**config.mk**
```make
export PLATFORM = sky130hd
export DESIGN_NAME = pc_seq_unit_flat
export DESIGN_NICKNAME = d
export VERILOG_FILES = /design/src/rtl/pc_seq_unit_if.sv /design/src/rtl/pc_seq_unit.sv /design/src/flat_wrapper.sv
export SDC_FILE = /design/constraint.sdc
export NUM_CORES = 1
export LEC_CHECK = 0
export ABC_AREA = 1
export ABC_CLOCK_PERIOD_IN_PS = 8000
export BUFFER_PORTS_ARGS = -buffer_cell sky130_fd_sc_hd__buf_2
export CORE_UTILIZATION = 35
export CTS_BUF_LIST = sky130_fd_sc_hd__clkbuf_2
export CTS_CLUSTER_SIZE = 30
export DETAILED_ROUTE_END_ITERATION = 8
export GPL_ROUTABILITY_DRIVEN = 1
export GPL_TIMING_DRIVEN = 1
export PLACE_DENSITY_LB_ADDON = 0.08
export SETUP_SLACK_MARGIN = 0.05
export SYNTH_ARGS = -nofsm -noshare
export SYNTH_HDL_FRONTEND = slang
export SYNTH_SLANG_ARGS = --single-unit
export TNS_END_PERCENT = 20
```
**constraint.sdc**
```tcl
create_clock -name clk -period 8 [get_ports clk]
set_input_delay 1.6 -clock clk [delete_from_list [all_inputs] [get_ports clk]]
set_output_delay 1.6 -clock clk [all_outputs]
set_load 0.02 [all_outputs]
```
**src/rtl/pc_seq_unit_if.sv**
```systemverilog
// pc_seq_unit_if: decoder/ALU-side bundle for the program-counter sequencer.
//
// Signals (direction as seen from the sequencer, i.e. the slave modport):
//   stall          in   freeze all sequencer state for the cycle
//   pc_sel         in   00 increment, 01 branch, 10 jump, 11 jump-register
//   is_true        in   branch condition, only meaningful when pc_sel = 01
//   extended_imm   in   sign-extended 16-bit immediate
//   j_addr         in   instruction[25:0]
//   reg_data_a     in   rs value for JR/JALR
//   pc             out  address of the instruction currently executing
//   link_pc        out  pc + 8, return address for linking instructions
//   in_delay_slot  out  current instruction sits in a branch delay slot
//   active         out  1 while running, 0 once halted
//   ds_violation   out  one-cycle pulse: transfer executed inside a delay slot
//   addr_err       out  sticky misaligned-JR flag (only with PC_ALIGN_CHECK_EN)
//
// Optional feature macro: PC_ALIGN_CHECK_EN adds addr_err.
interface pc_seq_unit_if #(
    parameter int unsigned ADDR_W = 32
);
    logic              stall;
    logic [1:0]        pc_sel;
    logic              is_true;
    logic [31:0]       extended_imm;
    logic [25:0]       j_addr;
    logic [31:0]       reg_data_a;
    logic [ADDR_W-1:0] pc;
    logic [ADDR_W-1:0] link_pc;
    logic              in_delay_slot;
    logic              active;
    logic              ds_violation;
`ifdef PC_ALIGN_CHECK_EN
    logic              addr_err;
`endif

    // Decoder/ALU side.
    modport master (
        output stall, pc_sel, is_true, extended_imm, j_addr, reg_data_a,
        input  pc, link_pc, in_delay_slot, active, ds_violation
`ifdef PC_ALIGN_CHECK_EN
        , input addr_err
`endif
    );

    // Sequencer side.
    modport slave (
        input  stall, pc_sel, is_true, extended_imm, j_addr, reg_data_a,
        output pc, link_pc, in_delay_slot, active, ds_violation
`ifdef PC_ALIGN_CHECK_EN
        , output addr_err
`endif
    );
endinterface

```
**src/rtl/pc_seq_unit.sv**
```systemverilog
// pc_seq_unit: MIPS program-counter register with architectural branch delay slot,
// stall, parametrised reset vector and halt-on-transfer-to-HALT_ADDR detection.
//
// Ports:
//   clk     in     rising-edge system clock
//   rst_n   in     asynchronous active-low reset
//   pc_bus  slave  pc_seq_unit_if bundle (stall, pc_sel, is_true, extended_imm,
//                  j_addr, reg_data_a in; pc, link_pc, in_delay_slot, active,
//                  ds_violation [, addr_err] out)
//
// Parameters:
//   ADDR_W        PC width, supported range 28..32 (must match the interface)
//   RESET_VECTOR  PC loaded on reset, truncated to ADDR_W
//   HALT_ADDR     a taken transfer landing here halts execution
//
// Optional feature macro: PC_ALIGN_CHECK_EN. When defined, a JR whose target has
// nonzero low bits halts at the delay slot instead of redirecting and raises a
// sticky addr_err. When undefined, those low bits are silently dropped.
module pc_seq_unit #(
    parameter int unsigned ADDR_W       = 32,
    parameter logic [31:0] RESET_VECTOR = 32'hBFC0_0000,
    parameter logic [31:0] HALT_ADDR    = 32'h0000_0000
) (
    input logic         clk,
    input logic         rst_n,
    pc_seq_unit_if.slave pc_bus
);

    localparam logic [ADDR_W-1:0] ResetPc  = RESET_VECTOR[ADDR_W-1:0];
    localparam logic [ADDR_W-1:0] HaltAddr = HALT_ADDR[ADDR_W-1:0];

    typedef enum logic [1:0] {
        StRun    = 2'd0,
        StDelay  = 2'd1,
        StHalted = 2'd2
    } state_e;

    state_e            state_q, state_d;
    logic [ADDR_W-1:0] pc_q, pc_d;
    logic [ADDR_W-1:0] target_q, target_d;
    logic              ds_viol_q, ds_viol_d;
`ifdef PC_ALIGN_CHECK_EN
    logic              misalign_q, misalign_d;
    logic              addr_err_q, addr_err_d;
`endif

    logic [ADDR_W-1:0] pc_plus4;
    logic [33:0]       imm_shift;
    logic [ADDR_W-1:0] branch_tgt;
    logic [ADDR_W-1:0] jump_tgt;
    logic [ADDR_W-1:0] jr_tgt;
    logic              slot_xfer;
    logic              unused_inputs;

    // All targets are relative to the PC of the transfer instruction itself.
    assign pc_plus4   = pc_q + ADDR_W'(4);
    assign imm_shift  = {pc_bus.extended_imm, 2'b00};
    assign branch_tgt = pc_plus4 + imm_shift[ADDR_W-1:0];
    assign jr_tgt     = {pc_bus.reg_data_a[ADDR_W-1:2], 2'b00};

    generate
        if (ADDR_W > 28) begin : g_jump_seg
            assign jump_tgt = {pc_plus4[ADDR_W-1:28], pc_bus.j_addr, 2'b00};
        end else begin : g_jump_noseg
            assign jump_tgt = {pc_bus.j_addr, 2'b00};
        end
    endgenerate

    // A transfer that would actually be taken; an untaken branch is harmless in a slot.
    assign slot_xfer = pc_bus.pc_sel[1] | (pc_bus.pc_sel[0] & pc_bus.is_true);

    // Bits of the wide inputs that fall outside the PC width are intentionally ignored.
    assign unused_inputs = ^{pc_bus.extended_imm, pc_bus.reg_data_a};

    always_comb begin
        state_d   = state_q;
        pc_d      = pc_q;
        target_d  = target_q;
        ds_viol_d = 1'b0;  // one-cycle pulse, clears even while stalled
`ifdef PC_ALIGN_CHECK_EN
        misalign_d = misalign_q;
        addr_err_d = addr_err_q;
`endif
        if (!pc_bus.stall) begin
            case (state_q)
                StRun: begin
                    pc_d = pc_plus4;
                    case (pc_bus.pc_sel)
                        2'b01: begin
                            if (pc_bus.is_true) begin
                                target_d = branch_tgt;
                                state_d  = StDelay;
`ifdef PC_ALIGN_CHECK_EN
                                misalign_d = 1'b0;
`endif
                            end
                        end
                        2'b10: begin
                            target_d = jump_tgt;
                            state_d  = StDelay;
`ifdef PC_ALIGN_CHECK_EN
                            misalign_d = 1'b0;
`endif
                        end
                        2'b11: begin
                            target_d = jr_tgt;
                            state_d  = StDelay;
`ifdef PC_ALIGN_CHECK_EN
                            misalign_d = |pc_bus.reg_data_a[1:0];
`endif
                        end
                        default: ;
                    endcase
                end
                StDelay: begin
                    // The slot instruction executes, but its own pc_sel never redirects.
                    ds_viol_d = slot_xfer;
`ifdef PC_ALIGN_CHECK_EN
                    if (misalign_q) begin
                        pc_d       = pc_q;
                        state_d    = StHalted;
                        addr_err_d = 1'b1;
                    end else
`endif
                    begin
                        pc_d    = target_q;
                        state_d = (target_q == HaltAddr) ? StHalted : StRun;
                    end
                end
                StHalted: ;
                default: state_d = StHalted;
            endcase
        end
    end

    always_ff @(posedge clk or negedge rst_n) begin
        if (!rst_n) begin
            state_q   <= StRun;
            pc_q      <= ResetPc;
            target_q  <= '0;
            ds_viol_q <= 1'b0;
`ifdef PC_ALIGN_CHECK_EN
            misalign_q <= 1'b0;
            addr_err_q <= 1'b0;
`endif
        end else begin
            state_q   <= state_d;
            pc_q      <= pc_d;
            target_q  <= target_d;
            ds_viol_q <= ds_viol_d;
`ifdef PC_ALIGN_CHECK_EN
            misalign_q <= misalign_d;
            addr_err_q <= addr_err_d;
`endif
        end
    end

    assign pc_bus.pc            = pc_q;
    assign pc_bus.link_pc       = pc_q + ADDR_W'(8);
    assign pc_bus.in_delay_slot = (state_q == StDelay);
    assign pc_bus.active        = (state_q != StHalted);
    assign pc_bus.ds_violation  = ds_viol_q;
`ifdef PC_ALIGN_CHECK_EN
    assign pc_bus.addr_err      = addr_err_q;
`endif

endmodule
```
**src/flat_wrapper.sv**
```systemverilog
// flat-port wrapper written by rule: the top's interface ports become plain ports
module pc_seq_unit_flat 
#(
    parameter int unsigned ADDR_W       = 32,
    parameter logic [31:0] RESET_VECTOR = 32'hBFC0_0000,
    parameter logic [31:0] HALT_ADDR    = 32'h0000_0000
)
  (clk, rst_n, pc_bus_stall, pc_bus_pc_sel, pc_bus_is_true, pc_bus_extended_imm, pc_bus_j_addr, pc_bus_reg_data_a, pc_bus_pc, pc_bus_link_pc, pc_bus_in_delay_slot, pc_bus_active, pc_bus_ds_violation);
  pc_seq_unit_if #(.ADDR_W(ADDR_W)) pc_bus_i ();
  input logic clk;
  input logic rst_n;
  input wire logic [$bits(pc_bus_i.stall)-1:0] pc_bus_stall;
  input wire logic [$bits(pc_bus_i.pc_sel)-1:0] pc_bus_pc_sel;
  input wire logic [$bits(pc_bus_i.is_true)-1:0] pc_bus_is_true;
  input wire logic [$bits(pc_bus_i.extended_imm)-1:0] pc_bus_extended_imm;
  input wire logic [$bits(pc_bus_i.j_addr)-1:0] pc_bus_j_addr;
  input wire logic [$bits(pc_bus_i.reg_data_a)-1:0] pc_bus_reg_data_a;
  output wire logic [$bits(pc_bus_i.pc)-1:0] pc_bus_pc;
  output wire logic [$bits(pc_bus_i.link_pc)-1:0] pc_bus_link_pc;
  output wire logic [$bits(pc_bus_i.in_delay_slot)-1:0] pc_bus_in_delay_slot;
  output wire logic [$bits(pc_bus_i.active)-1:0] pc_bus_active;
  output wire logic [$bits(pc_bus_i.ds_violation)-1:0] pc_bus_ds_violation;
  assign pc_bus_i.stall = pc_bus_stall;
  assign pc_bus_i.pc_sel = pc_bus_pc_sel;
  assign pc_bus_i.is_true = pc_bus_is_true;
  assign pc_bus_i.extended_imm = pc_bus_extended_imm;
  assign pc_bus_i.j_addr = pc_bus_j_addr;
  assign pc_bus_i.reg_data_a = pc_bus_reg_data_a;
  assign pc_bus_pc = pc_bus_i.pc;
  assign pc_bus_link_pc = pc_bus_i.link_pc;
  assign pc_bus_in_delay_slot = pc_bus_i.in_delay_slot;
  assign pc_bus_active = pc_bus_i.active;
  assign pc_bus_ds_violation = pc_bus_i.ds_violation;
  pc_seq_unit #(.ADDR_W(ADDR_W), .RESET_VECTOR(RESET_VECTOR), .HALT_ADDR(HALT_ADDR)) u_core (.clk(clk), .rst_n(rst_n), .pc_bus(pc_bus_i));
endmodule
```
==> flow_metrics.py <==
metrics = {
    "outcome": {
        "outcome": "finished clean",
    },
    "layout": {
        "finish.cell_count_without_fillers": 1390,
        "layout.filler_cells": 1979,
        "seq_area_um2": 1690,
        "multi_input_area_um2": 4310,
        "finalNetCount": 1285,
        "areaGrowthSynthToFinish_pct": 15.9,
        "layout_commonest_cell": "nand2_1",
        "most-common-layout-cells": "nand2_1 (264), buf_2 (158), inv_1 (119), nor2_1 (119), nand3_1 (60)",
        "layout-drive-gt1-share_pct": 21.1,
    },
    "critical_path": {
        "worstReg2RegStart": "u_core.pc_bus.pc[2]",
        "critPathMaxFanout": 6,
        "critical_path_required_ns": 6.40,
        "critPathLaunchType": "flop",
        "crit_type": "reg2out",
        "r2r.worst_path.cells": 17,
        "worst-endpoint-arrival_ns": 2.50,
        "reg2reg_slack_ns": 4.29,
        "regToRegEndpoint": "u_core.target_q[23]",
        "endpoint_kind": "primary output",
        "worst_setup_path_startpoint": "u_core.pc_bus.pc[4]",
        "worstSetupEndpoint": "pc_bus_link_pc[31]",
    },
    "die": {
        "floorplan.io_pins": 163,
        "floorplan.die.height_um": 139,
        "num_rows": 49,
        "design.die.area_um2": 19400,
        "initial_utilization_pct": 36.3,
        "core_region_area_um2": 18200,
        "die_width_um": 139,
    },
    "logic_synthesis": {
        "netlist_top_cells_area": "dfrtp_1 (22%), nand2_1 (15%), nor2_1 (6.9%), inv_1 (6.8%), ha_1 (6.2%)",
        "post_synth.cell_area_avg_um2": 6.52,
        "synth_cell_type_count": 43,
        "ys_seq_elements": 67,
        "post-synth-top-area-cell": "dfrtp_1",
        "synthDominantCellAreaShare_pct": 22.0,
        "yosys_warnings": 0,
        "netlist_area_before_placement_um2": 6610,
        "synth-edff-count": 0,
        "mappedNetlistNets": 1144,
        "leading_register_cell_type_out_of_synthesis": "dfrtp_1",
        "async_reset_ff_share_pct": 100,
        "ys_seq_area_share_pct": 25.5,
        "netlist_instances": 1014,
    },
    "power": {
        "vdd_ir_drop_max_mv": 0.0876,
        "totalPowerFinal_mw": 1.94,
        "power-per-cell-area_nw_per_um2": 254,
        "power_leakage_nw": 3.90,
    },
    "global_routing": {
        "number_of_antenna_violations_at_the_first_check_in_global_routing": 1,
        "grt_first_pass_wirelength_um": 38000,
        "overflow": 0,
        "globalRouteTotalUtil_pct": 25.4,
        "maximum_number_of_pins_on_one_net_before_global_route_repair": 68,
        "grt_pass1_vias": 6774,
    },
    "timing": {
        "max_clock_freq_mhz": 244,
        "min_period_over_period_pct": 51.2,
        "worstMarginPinSlew_ns": 1.06,
        "final-hold-violation-count": 0,
        "timing.final.max_slew_violations": 0,
        "final_critical_path_setup_slack_ns": 3.90,
        "period_needed_ns": 4.10,
        "setup_viol": 0,
        "grt_setup_unrepaired": "false",
        "worst_clock_skew_ns": 0.0380,
        "max-slew-margin-rel_pct": 29.2,
        "tns_ns": 0,
    },
    "cts": {
        "root_buffer": "clkbuf_2",
        "cts_max_path_buffers": 2,
        "cts-resized-gates": 0,
        "count_of_h_tree_levels_built_during_cts": 3,
        "post_cts_buffers": 0,
        "clock-sinks": 67,
        "post_cts_hold_buffer_count": 0,
        "clock_insertion_delay_worst_skew_ns": 0.52,
        "tritoncts": "built",
        "worst_setup_hold_path_clk_slew_ns": 0.21,
        "cts_made_buffers": 9,
    },
    "detailed_routing": {
        "vias": 7006,
        "via_per_inst": 5.04,
        "first_pass_iters": 5,
        "routedWlPerCell_um": 17.5,
        "drt-total-wl_um": 24300,
        "drt_first_iter_violations": 358,
        "postRouteAntennaNets": 0,
        "route.detailed.drc": 0,
    },
    "placement": {
        "hpwl_um": 19800,
        "portBuffers": 158,
        "dpl_worst_slack_ns": 3.59,
        "globalplace.congestion": 0.902,
        "placedCellCount": 1373,
    },
    "hold_path": {
        "hold_path_class": "reg2reg",
        "hold_path_startpoint": "u_core.pc_bus.pc[24]",
    },
    "job": {
        "drv.max_cap_violation_count": 0,
    },
}
==> through the flow <==
stage / instance area [um2] / utilization, % / hold slack, ns
6_report: 7660 / 42.1 / 0.539
5_1_grt: 7660 / 42.1 / 0.556
4_1_cts: 7660 / 42.1 / 0.536
3_5_place_dp: 7580 / 41.6 / 0.512
3_3_place_gp: 7580 / 41.6 / 0.510
2_1_floorplan: 6610 / - / 0.507
==> state kept, by name, summed over array words and instances, names as in the netlist <==
name                        flops
u_core.pc_bus.ds_violation      1
u_core.pc_bus.pc               32
u_core.state_q                  2
u_core.target_q                32
==> critical path: stages, from the launching register on <==
cell and delay, ns:
dfrtp_1 0.52, ha_1 0.34, inv_2 0.12, nor2_4 0.22, nand3_1 0.21, nor3_1 0.23, xor2_1 0.15, buf_2 0.18
==> cells by family (layout without fill, tap and decap cells) <==
| logic type | Yosys count | in the layout | share of synthesized area [%] |
|---|---|---|---|
| fa+ha+maj | 34 | 34 | 6.55 |
| compound gates | 171 | 171 | 15.5 |
| mux | 1 | 1 | 0.151 |
| buf+inv | 157 | 303 | 9.41 |
| simple gates | 537 | 537 | 36.6 |
| other cells | 0 | 1 | 0 |
| flops | 67 | 67 | 25.5 |
| xor+xnor | 47 | 47 | 6.23 |
==> per-layer routing <==
layer | GRT usage (%) | vias up | part of all wire, %
li1 | - | 3625 | -
met1 | 38.2 | 3186 | 50
met2 | 38.3 | 182 | 43
met3 | 3.06 | 13 | 5.0
met4 | 5.91 | 0 | 1.3
met5 | 0 | - | 0
==> synth_stat cells (9+ instances only) <==
cell type and n:
nand2_1 264, nor2_1 121, inv_1 119, nand3_1 60
dfrtp_1 58, a21oi_1 55, o21ai_0 50, xor2_1 47
ha_1 33, clkbuf_1 21, a221oi_1 16, o22ai_1 15
nand4_1 14, nand2_2 11, a41oi_1 10, dfstp_2 9
nor3_1 9, nor4_1 9
==> area by class of cell <==
type                       count  share of cell area (%)
multi-input combinational    790                    56.3
sequential                    67                    22.0
timing repair buffer         164                    10.9
inverter                     123                    6.03
tap                          229                    3.74
clock buffer                  11                   0.719
clock inverter                 5                   0.278
antenna                        1                  0.0327
==> power breakdown <==
group	internal (mW)	switching (mW)
sequential	0.445	0.138
combinational	0.402	0.794
clock	0.0396	0.123
==> worst min-delay path by stage <==
stage | end | cells past startpoint
6_report | u_core.pc_bus.pc[24] | 2
5_1_grt | u_core.pc_bus.pc[24] | 2
4_1_cts | u_core.pc_bus.pc[24] | 2
3_5_place_dp | u_core.pc_bus.pc[24] | 2
3_3_place_gp | u_core.pc_bus.pc[24] | 2
2_1_floorplan | u_core.state_q[1] | 1
No activity file was read; power rests on OpenSTA's default activity.
